--- src/rtl/vga_fb_pkg.sv ---
// Shared constants, CPU op encodings and FSM states for the framebuffer port-B arbiter.
package vga_fb_pkg;

    localparam int ROWS = 480;
    localparam int COLS = 480;
    localparam int AW   = 9;

    typedef enum logic [1:0] {
        OP_SET  = 2'b00,
        OP_CLR  = 2'b01,
        OP_WROW = 2'b10,
        OP_RROW = 2'b11
    } op_t;

    typedef enum logic [2:0] {
        IDLE   = 3'd0,
        RADDR  = 3'd1,
        RWAIT  = 3'd2,
        MODIFY = 3'd3,
        WRITE  = 3'd4,
        ACK    = 3'd5
    } state_t;

endpackage

--- src/rtl/vga_fb_port_arbiter_if.sv ---
// CPU request/ack bus into the framebuffer arbiter; req and fields are held stable until ack.
interface vga_fb_port_arbiter_if #(
    parameter int COLS = vga_fb_pkg::COLS
);
    import vga_fb_pkg::*;

    logic            req;
    op_t             op;
    logic [AW-1:0]   x;
    logic [AW-1:0]   y;
    logic [COLS-1:0] row_din;
    logic            ack;
    logic            err;
    logic [COLS-1:0] row_dout;

    modport master (
        output req, op, x, y, row_din,
        input  ack, err, row_dout
    );

    modport slave (
        input  req, op, x, y, row_din,
        output ack, err, row_dout
    );

endinterface

--- src/rtl/vga_fb_clear_seq.sv ---
// Full-frame clear sequencer: requests one row write per grant, clr_done pulses once the last row lands.
// Requests stay up until granted; clr_start is ignored while a clear is running.
module vga_fb_clear_seq #(
    parameter int ROWS = vga_fb_pkg::ROWS
) (
    input  logic                      clk_50,
    input  logic                      rst,
    input  logic                      clr_start,
    input  logic                      clr_grant,
    output logic                      clr_req,
    output logic [vga_fb_pkg::AW-1:0] clr_row,
    output logic                      clr_busy,
    output logic                      clr_done
);
    import vga_fb_pkg::*;

    localparam logic [AW-1:0] ROW_LAST = AW'(ROWS - 1);

    // Set when the last row has been granted; its write lands on the next edge.
    logic last_sent;

    assign clr_req = clr_busy && !last_sent;

    always_ff @(posedge clk_50) begin
        if (rst) begin
            clr_row   <= '0;
            clr_busy  <= 1'b0;
            clr_done  <= 1'b0;
            last_sent <= 1'b0;
        end else begin
            clr_done <= 1'b0;
            if (last_sent) begin
                clr_busy  <= 1'b0;
                last_sent <= 1'b0;
                clr_done  <= 1'b1;
            end else if (clr_grant) begin
                if (clr_row == ROW_LAST) begin
                    last_sent <= 1'b1;
                end else begin
                    clr_row <= clr_row + 1'b1;
                end
            end else if (clr_start && !clr_busy) begin
                clr_busy <= 1'b1;
                clr_row  <= '0;
            end
        end
    end

endmodule

--- src/rtl/vga_fb_port_arbiter.sv ---
// Port-B owner of the 1-bit framebuffer: CPU pixel RMW / row write / row read, round-robin with the clear sequencer.
// Ack latency from grant: pixel 5, row write 2, row read 4, range error 1; a CPU op waits at most one clear row.
module vga_fb_port_arbiter #(
    parameter int ROWS = vga_fb_pkg::ROWS,
    parameter int COLS = vga_fb_pkg::COLS
) (
    input  logic                      clk_50,
    input  logic                      rst,
    vga_fb_port_arbiter_if.slave      cpu,
    input  logic                      clr_start,
    output logic                      clr_busy,
    output logic                      clr_done,
    output logic                      fb_we,
    output logic [vga_fb_pkg::AW-1:0] fb_addr,
    output logic [COLS-1:0]           fb_din,
    input  logic [COLS-1:0]           fb_dout
);
    import vga_fb_pkg::*;

    localparam logic [AW-1:0] ROW_LIM = AW'(ROWS);
    localparam logic [AW-1:0] COL_LIM = AW'(COLS);

    state_t          state, state_d;
    logic            last_grant, last_grant_d;   // 1: clear sequencer was granted last
    logic            own_clr, own_clr_d;
    op_t             op_q, op_q_d;
    logic [AW-1:0]   x_q, x_q_d;

    logic            fb_we_d;
    logic [AW-1:0]   fb_addr_d;
    logic [COLS-1:0] fb_din_d;
    logic            ack_q, ack_d;
    logic            err_q, err_d;
    logic [COLS-1:0] row_dout_q, row_dout_d;
    logic [COLS-1:0] row_mod;

    logic            cpu_pix;
    logic            cpu_bad;
    logic            pick_cpu;
    logic            pick_clr;
    logic            clr_req;
    logic [AW-1:0]   clr_row;

    vga_fb_clear_seq #(.ROWS(ROWS)) u_clear_seq (
        .clk_50    (clk_50),
        .rst       (rst),
        .clr_start (clr_start),
        .clr_grant (pick_clr),
        .clr_req   (clr_req),
        .clr_row   (clr_row),
        .clr_busy  (clr_busy),
        .clr_done  (clr_done)
    );

    assign cpu.ack      = ack_q;
    assign cpu.err      = err_q;
    assign cpu.row_dout = row_dout_q;

    assign cpu_pix  = (cpu.op == OP_SET) || (cpu.op == OP_CLR);
    assign cpu_bad  = (cpu.y >= ROW_LIM) || (cpu_pix && (cpu.x >= COL_LIM));
    assign pick_cpu = (state == IDLE) && cpu.req && (!clr_req || last_grant);
    assign pick_clr = (state == IDLE) && clr_req && (!cpu.req || !last_grant);

    // fb_addr is held through RADDR..MODIFY, so fb_dout is the target row in MODIFY.
    always_comb begin
        row_mod        = fb_dout;
        row_mod[x_q]   = (op_q == OP_SET);
    end

    always_comb begin
        state_d      = state;
        last_grant_d = last_grant;
        own_clr_d    = own_clr;
        op_q_d       = op_q;
        x_q_d        = x_q;
        fb_we_d      = 1'b0;
        fb_addr_d    = fb_addr;
        fb_din_d     = fb_din;
        ack_d        = 1'b0;
        err_d        = 1'b0;
        row_dout_d   = row_dout_q;

        case (state)
            IDLE: begin
                if (pick_cpu) begin
                    last_grant_d = 1'b0;
                    own_clr_d    = 1'b0;
                    op_q_d       = cpu.op;
                    x_q_d        = cpu.x;
                    if (cpu_bad) begin
                        state_d = ACK;
                        ack_d   = 1'b1;
                        err_d   = 1'b1;
                    end else if (cpu.op == OP_WROW) begin
                        state_d   = WRITE;
                        fb_we_d   = 1'b1;
                        fb_addr_d = cpu.y;
                        fb_din_d  = cpu.row_din;
                    end else begin
                        state_d   = RADDR;
                        fb_addr_d = cpu.y;
                    end
                end else if (pick_clr) begin
                    last_grant_d = 1'b1;
                    own_clr_d    = 1'b1;
                    state_d      = WRITE;
                    fb_we_d      = 1'b1;
                    fb_addr_d    = clr_row;
                    fb_din_d     = '0;
                end
            end
            RADDR:  state_d = RWAIT;
            RWAIT:  state_d = MODIFY;
            MODIFY: begin
                if (op_q == OP_RROW) begin
                    state_d    = ACK;
                    ack_d      = 1'b1;
                    row_dout_d = fb_dout;
                end else begin
                    state_d  = WRITE;
                    fb_we_d  = 1'b1;
                    fb_din_d = row_mod;
                end
            end
            WRITE: begin
                if (own_clr) begin
                    state_d = IDLE;
                end else begin
                    state_d = ACK;
                    ack_d   = 1'b1;
                end
            end
            ACK:     state_d = IDLE;
            default: state_d = IDLE;
        endcase
    end

    always_ff @(posedge clk_50) begin
        if (rst) begin
            state      <= IDLE;
            last_grant <= 1'b1;
            own_clr    <= 1'b0;
            op_q       <= OP_SET;
            x_q        <= '0;
            fb_we      <= 1'b0;
            fb_addr    <= '0;
            fb_din     <= '0;
            ack_q      <= 1'b0;
            err_q      <= 1'b0;
            row_dout_q <= '0;
        end else begin
            state      <= state_d;
            last_grant <= last_grant_d;
            own_clr    <= own_clr_d;
            op_q       <= op_q_d;
            x_q        <= x_q_d;
            fb_we      <= fb_we_d;
            fb_addr    <= fb_addr_d;
            fb_din     <= fb_din_d;
            ack_q      <= ack_d;
            err_q      <= err_d;
            row_dout_q <= row_dout_d;
        end
    end

endmodule

--- src/flat_wrapper.sv ---
// flat-port wrapper written by rule: the top's interface ports become plain ports
module vga_fb_port_arbiter_flat import vga_fb_pkg::*;
#(
    parameter int ROWS = vga_fb_pkg::ROWS,
    parameter int COLS = vga_fb_pkg::COLS
)
  (clk_50, rst, clr_start, clr_busy, clr_done, fb_we, fb_addr, fb_din, fb_dout, cpu_req, cpu_op, cpu_x, cpu_y, cpu_row_din, cpu_ack, cpu_err, cpu_row_dout);
  vga_fb_port_arbiter_if #(.COLS(COLS)) cpu_i ();
  input  logic clk_50;
  input  logic rst;
  input  logic clr_start;
  output logic clr_busy;
  output logic clr_done;
  output logic fb_we;
  output logic [vga_fb_pkg::AW-1:0] fb_addr;
  output logic [COLS-1:0] fb_din;
  input  logic [COLS-1:0] fb_dout;
  input wire logic [$bits(cpu_i.req)-1:0] cpu_req;
  input wire logic [$bits(cpu_i.op)-1:0] cpu_op;
  input wire logic [$bits(cpu_i.x)-1:0] cpu_x;
  input wire logic [$bits(cpu_i.y)-1:0] cpu_y;
  input wire logic [$bits(cpu_i.row_din)-1:0] cpu_row_din;
  output wire logic [$bits(cpu_i.ack)-1:0] cpu_ack;
  output wire logic [$bits(cpu_i.err)-1:0] cpu_err;
  output wire logic [$bits(cpu_i.row_dout)-1:0] cpu_row_dout;
  assign cpu_i.req = cpu_req;
  assign cpu_i.op = cpu_op;
  assign cpu_i.x = cpu_x;
  assign cpu_i.y = cpu_y;
  assign cpu_i.row_din = cpu_row_din;
  assign cpu_ack = cpu_i.ack;
  assign cpu_err = cpu_i.err;
  assign cpu_row_dout = cpu_i.row_dout;
  vga_fb_port_arbiter #(.ROWS(ROWS), .COLS(COLS)) u_core (.clk_50(clk_50), .rst(rst), .cpu(cpu_i), .clr_start(clr_start), .clr_busy(clr_busy), .clr_done(clr_done), .fb_we(fb_we), .fb_addr(fb_addr), .fb_din(fb_din), .fb_dout(fb_dout));
endmodule
--- config.mk ---
export PLATFORM = sky130hd
export DESIGN_NAME = vga_fb_port_arbiter_flat
export DESIGN_NICKNAME = d
export VERILOG_FILES = /design/src/rtl/vga_fb_pkg.sv /design/src/rtl/vga_fb_port_arbiter_if.sv /design/src/rtl/vga_fb_clear_seq.sv /design/src/rtl/vga_fb_port_arbiter.sv /design/src/flat_wrapper.sv
export SDC_FILE = /design/constraint.sdc
export NUM_CORES = 2
export LEC_CHECK = 0
export ABC_AREA = 1
export CAP_MARGIN = 5
export CORE_AREA = 3 3 756 758
export CTS_CLUSTER_SIZE = 10
export DETAILED_ROUTE_END_ITERATION = 8
export DIE_AREA = 0 0 759 761
export PLACE_DENSITY_LB_ADDON = 0.15
export RECOVER_POWER = 25
export SLEW_MARGIN = 20
export SYNTH_ARGS = -nofsm -noshare
export SYNTH_HDL_FRONTEND = slang
export SYNTH_SLANG_ARGS = --single-unit
export TNS_END_PERCENT = 5
--- constraint.sdc ---
create_clock -name clk_50 -period 2.3 [get_ports clk_50]
set_clock_uncertainty 0.15 [all_clocks]
set_input_delay 0.46 -clock clk_50 [delete_from_list [all_inputs] [get_ports clk_50]]
set_output_delay 0.46 -clock clk_50 [all_outputs]
set_load 0.01 [all_outputs]
=== Word-level counts from Yosys, hierarchy flattened ===
Index checks and enable logic that the tools add are counted.

* Register bits: 1000
* Bits of input ports: 984
* Output and inout port bits: 974
* Logic and storage cells: 107

* $add $sub $neg: 1
* Order comparisons: 4
* Equality and inequality tests: 14
* Muxes and demuxes: 37
* Bitwise logic cells: 3
* Reductions and logical operators: 33

{| class="wikitable"
|+ Operators by type and width
! cell !! count
|-
| 480-bit two-way mux || 5
|-
| 480-bit one-hot mux with 2 select lines || 1
|-
| 480-bit bitwise mux || 1
|-
| 9-bit two-way mux || 6
|-
| 9-bit greater-or-equal comparator (second input constant) || 2
|-
| 1-bit two-way mux || 15
|-
| 3-bit two-way mux || 5
|-
| 3-bit one-hot mux with 5 select lines || 1
|-
| 9-bit by 10-bit less-than comparator with 1-bit output (second input constant) || 1
|-
| 9-bit by 1-bit adder with 9-bit output (second input constant) || 1
|-
| 1-bit demux with 9-bit select || 1
|-
| 9-bit == test (second input constant) || 1
|-
| 9-bit by 1-bit greater-or-equal comparator with 1-bit output (second input constant) || 1
|-
| 1-bit logical AND || 8
|-
| 2-bit AND reduction || 4
|-
| 3-bit by 2-bit == test with 1-bit output (second input constant) || 2
|-
| 2-bit inequality test (second input constant) || 3
|-
| 3-bit inequality test (second input constant) || 2
|-
| 3-bit AND reduction || 2
|-
| 2-bit nonzero test || 3
|-
| 1-bit logical NOT || 5
|-
| 5-bit AND reduction || 1
|-
| 2-bit == test (second input constant) || 2
|-
| 2-bit logical NOT || 2
|-
| 11 further kinds || 17
|}

=== Depth between registers and ports, before layout ===
* Word-level depth: 7
* Mapped depth: 11
* Mapped depth without buffers: 9

=== Modules after synthesis ===
A second synthesis with hierarchy kept.

* Cell total of the unflattened synthesis: 8323
* Area, all modules: 51658.3 um^2

{| class="wikitable"
|+ By module, submodules not included
! module !! times used !! cells each !! area an instance (um^2) !! seq. area each (um^2)
|-
| vga_fb_port_arbiter || 1 || 8217 || 50966.4 || 19779.0
|-
| vga_fb_clear_seq || 1 || 106 || 691.9 || 240.2
|}

=== Worst setup path after synthesis ===
No wires, ideal clock.

* Path type: input -> register
* From: input port cpu_req
* To: register u_core.fb_addr[7] in the netlist's numbering
* Setup time: 0.113 ns
* Data arrival time: 1.644 ns
* Data required time: 2.037 ns
* Setup slack: 0.393 ns
* Stages on the path: 10
* Cells stage by stage: nand2_1 > inv_1 > nor2_1 > nor2_2 > buf_2 > o21ai_2 > clkbuf_1 > nand2_1 > nand2_1 > nor2_1

* Longest elaborated chain between the ends: 5

{| class="wikitable"
|+ RTL lines
! element !! RTL line !! source
|-
| start, declared || flat_wrapper.sv:18 || <nowiki>input wire logic [$bits(cpu_i.req)-1:0] cpu_req;</nowiki>
|-
| 1-bit logical NOT || vga_fb_port_arbiter.sv:62 || <nowiki>assign pick_clr = (state == IDLE) && clr_req && (!cpu.req || !last_grant);</nowiki>
|-
| 1-bit logical OR || vga_fb_port_arbiter.sv:62 ||
|-
| 1-bit logical AND || vga_fb_port_arbiter.sv:62 ||
|-
| 2-bit nonzero test (no source line) || n/a ||
|-
| 3-bit AND reduction (no source line) || n/a ||
|-
| end signal, assigned || vga_fb_port_arbiter.sv:158 || <nowiki>fb_addr <= fb_addr_d;</nowiki>
|-
| end, declared || vga_fb_port_arbiter.sv:14 || <nowiki>output logic [vga_fb_pkg::AW-1:0] fb_addr,</nowiki>
|}

Parallel ways exist; a longest one is shown, timed or not.
A chain may end at the register's enable or synchronous reset.

=== Worst setup path after layout ===
* From: register u_core.x_q[1]
* To: register u_core.fb_din[92]

* Longest elaborated chain between the ends: 7

{| class="wikitable"
|+ RTL lines
! element !! RTL line !! source
|-
| start, declared || vga_fb_port_arbiter.sv:27 || <nowiki>logic [AW-1:0] x_q, x_q_d;</nowiki>
|-
| start signal, assigned || vga_fb_port_arbiter.sv:156 || <nowiki>x_q <= x_q_d;</nowiki>
|-
| 9-bit by 10-bit less-than comparator with 1-bit output (implied by the code) / 9-bit by 1-bit greater-or-equal comparator with 1-bit output (equally long branches) || vga_fb_port_arbiter.sv:67 || <nowiki>row_mod[x_q] = (op_q == OP_SET);</nowiki>
|-
| 1-bit logical AND (implied by the code) || vga_fb_port_arbiter.sv:67 ||
|-
| 1-bit two-way mux (implied by the code) || vga_fb_port_arbiter.sv:67 ||
|-
| 1-bit demux with 9-bit select (*) || n/a ||
|-
| 480-bit bitwise mux (*) || vga_fb_port_arbiter.sv:67 ||
|-
| 480-bit two-way mux (*) || vga_fb_port_arbiter.sv:115 || <nowiki>if (op_q == OP_RROW) begin</nowiki>
|-
| 480-bit one-hot mux with 2 select lines (*) || vga_fb_port_arbiter.sv:83 || <nowiki>case (state)</nowiki>
|-
| end signal, assigned || vga_fb_port_arbiter.sv:159 || <nowiki>fb_din <= fb_din_d;</nowiki>
|-
| end, declared || vga_fb_port_arbiter.sv:15 || <nowiki>output logic [COLS-1:0] fb_din,</nowiki>
|}

Mark *: on every way between the ends. The rest lies on a longest branch, timed or not. The select of a mux whose other input is x is not followed.

==> flow_summary.yaml <==
clock_network:
  cts_buffer_depth: 4
  htreeDepth: 4
  root_buffer: "clkbuf_16"
  path_clk_slew_ns: 0.05
  tritoncts: "built"
  clock_latency_ns: 0.88
  numCtsBuffers: 161
  clock_sinks: 1000
sta:
  hold_viol_final: 0
  setup_violations: 56
  rsz0062_at_grt: "true"
  tightest_slew_ns: 1.47
  post-route-min-period_ns: 2.43
  slew_violations: 0
  max_freq_mhz: 412
  min_period_over_period_pct: 105
  slew_headroom_pct: 2.16
  fin_ws_ns: -0.126
drt:
  detail-route-antenna-nets: 0
  first_pass_iters: 6
  drt_iter0_drc: 5305
  vias: 66700
  routed_wl_microns: 552000
  wl_per_cell_microns: 29.4
  drc: 0
  viasPerCell: 3.54
power_and_ir_drop:
  switchingPower_mw: 44.3
  intPower_mw: 55.5
  sequentialPowerShare_pct: 22.4
  ir_drop_uv: 714
  p_sw_share_pct: 44.4
  p_clk_share_pct: 26.1
  powerDensity_mw_per_mm2: 1070
  leakagePower_nw: 43.8
  pwr-share-comb_pct: 51.5
synth:
  synth_top_family_by_area: "simple AND/OR/NAND/NOR gates"
  yosysWarnings: 0
  ys_seq_elements: 1000
  synth.area.mux_share_pct: 0
  syn_inst: 8706
  synthAdderAreaFrac_pct: 0.0242
  synth_cell_type_count: 25
  syn-num-nets: 9691
  synthXorXnorAreaFrac_pct: 0.0169
  avgSynthCellArea_sq_um: 5.94
  synthSimpleGateAreaFrac_pct: 38.8
  seq_area_frac_synth_pct: 38.7
  synth_compound_area_share_pct: 9.84
  syn_area_sq_mm: 0.0517
worst_setup_path:
  required_ns: 2.88
  end_kind: "register"
  crit_type: "register to register"
  crit_fanout: 24
  start_kind: "register"
  worstPathArrival_ns: 3.01
finish:
  syn2layout_area_growth_pct: 80.9
  final_layout_size_suffix_gt1_share_pct: 11.6
  final_util_pct: 16.6
  final_nets: 12000
  stdcell_count: 18800
global_route:
  grt_pass1_vias: 63700
  grt_usage_pct: 18.0
  grt_pass1_wl_microns: 691000
  grt_antenna_before_repair: 330
  grt_max_degree: 106
  grt_remaining_overflow: 0
place:
  post-dp-hpwl_microns: 457000
  portBuffers: 1957
  dpl.cell_count: 18100
  place_congestion: 0.907
floorplan:
  die_h_microns: 761
  dieArea_sq_mm: 0.578
  die_w_microns: 759
  core-area_sq_mm: 0.565
  boundaryPins: 1958
  rows: 276
  initial_utilization_pct: 9.15
outcome:
  outcome: "finished, violations left"
  violations: "setup timing"
hold_path:
  hold_class: "input pin to register"
job:
  drv_cap: 0
[kinds of logic (layout without fill, tap and decap cells)]
| family | Yosys count | count (layout) |
|---|---|---|
| flops | 1000 | 1000 |
| xor+xnor | 1 | 1 |
| other cells | 0 | 139 |
| simple gates | 5013 | 5013 |
| compound gates | 1014 | 1014 |
| fa+ha+maj | 1 | 1 |
| buf+inv | 1677 | 4142 |
[Yosys cell counts]
cell | n | area [sq um]
nand2_1 | 2975 | 11200
nor2_1 | 1049 | 3940
inv_1 | 1003 | 3760
dfxtp_1 | 1000 | 20000
nand3_1 | 979 | 4900
a21oi_1 | 506 | 2530
o21ai_0 | 503 | 2520
clkbuf_1 | 472 | 1770
buf_2 | 159 | 796
buf_1 | 40 | 150
nand4_1 | 3 | 18.8
nor3_1 | 3 | 15.0
buf_4 | 2 | 15.0
a211oi_1 | 1 | 7.51
a31oi_1 | 1 | 6.26
ha_1 | 1 | 12.5
inv_2 | 1 | 3.75
nand3_2 | 1 | 10.0
nand3b_1 | 1 | 7.51
nor2_2 | 1 | 6.26
nor3_2 | 1 | 10.0
o211ai_1 | 1 | 7.51
o21ai_2 | 1 | 8.76
o21bai_1 | 1 | 7.51
xor2_1 | 1 | 8.76
[flip-flops by register name (all words and copies together), names as in the netlist, 2 cells and up]
signal	cells
u_core.op_q	2
u_core.fb_addr	9
u_core.x_q	9
u_core.state	3
u_core.u_clear_seq.clr_row	9
u_core.fb_din	480
u_core.cpu.row_dout	480
[layout by cell type, fill, tap and decap left out, types with 8 or more instances in the layout]
cell type | Yosys | final
clkbuf_2 | 0 | 135
dfxtp_1 | 1000 | 950
clkdlybuf4s15_1 | 0 | 98
buf_2 | 159 | 43
buf_4 | 2 | 394
nand3_1 | 979 | 976
bufinv_16 | 0 | 9
clkinv_2 | 0 | 21
dlygate4sd3_1 | 0 | 290
nand2_1 | 2975 | 2934
nor2_1 | 1049 | 950
dfxtp_4 | 0 | 17
dfxtp_2 | 0 | 33
o21ai_0 | 503 | 501
inv_1 | 1003 | 996
buf_16 | 0 | 16
clkbuf_16 | 0 | 185
diode_2 | 0 | 139
a21oi_1 | 506 | 506
nor2_2 | 1 | 58
clkdlybuf4s50_1 | 0 | 982
buf_6 | 0 | 18
clkdlybuf4s15_2 | 0 | 11
clkbuf_8 | 0 | 41
nor2_4 | 0 | 42
buf_12 | 0 | 197
dlygate4sd2_1 | 0 | 592
nand2_4 | 0 | 8
clkbuf_1 | 472 | 40
nand2_2 | 0 | 32
dlymetal6s2s_1 | 0 | 47
[per-stage QoR]
stage / setup WS [ns] / hold slack, ns / TNS (ns) / total power [mW] / instance area (sq um)
after CTS: -0.193 / 0.000179 / -36.09 / 96.9 / 92000
after floorplan: 0.393 / 0.272 / 0 / 44.3 / 51700
after detailed placement: -0.589 / 0.305 / -238.45 / 70.8 / 84900
final: -0.126 / 0.101 / -1.65 / 99.8 / 93500
after global placement: -0.581 / 0.309 / -233.08 / 71.0 / 84900
after global routing: -0.172 / 0.0578 / -12.51 / 107 / 93300
[worst max-delay path, cell delays in order, from the launching register on]
cell and delay, ns:
dfxtp_1 0.32, inv_1 0.11, nand2_1 0.28, nor2_4 0.23
buf_4 0.15, buf_4 0.11, buf_12 0.17, nand3_1 0.12
nand3_1 0.09, nand2_1 0.05, nor2_1 0.25, nor2_1 0.07
[layer usage]
metal	up-vias	routed length (microns)	global-route usage, %
met1	31500	247000	23.4
met2	2672	243000	28.6
met5	-	1140	0
met4	178	15500	4.26
li1	31700	-	-
met3	633	46400	6.14
[power by group through the flow]
stage	logic, mW	registers, mW	clock network [mW]
after floorplan	21.4	22.9	0
after global placement	48.3	22.7	0
after detailed placement	48.1	22.7	0
after CTS	47.4	22.3	27.1
after global routing	56.4	22.6	27.5
final	51.4	22.4	26.1
[final timing paths]
check / from / endpoint / slack (ns) / cells past startpoint
setup reg to reg: u_core.x_q[1] / u_core.fb_din[92] / -0.13 / 11
hold reg to reg: u_core.u_clear_seq.last_sent / u_core.u_clear_seq.last_sent / 0.30 / 1
hold / removal: fb_dout[305] / u_core.cpu.row_dout[305] / 0.10 / 3
setup / recovery: u_core.x_q[1] / u_core.fb_din[92] / -0.13 / 11
[area by class of cell]
cell class	count	area (sq um)
Sequential cell	1000	20100
Clock buffer	243	4810
Tap cell	7506	9390
Multi-Input combinational cell	6029	25800
Timing Repair Buffer	2852	28700
Inverter	1004	3780
Clock inverter	43	551
Fill cell	65500	471000
Antenna cell	139	348
[timing repair]
item	4_1_cts	5_1_grt
endpoints found under the setup margin	1069	813
hold buffers	289	0
pin swaps	0	53
gates cloned	0	24
buffers inserted	0	24
hold endpoints to repair	289	0
resized for setup	1145	605
Note: power is estimated with default switching activity, not from simulation.
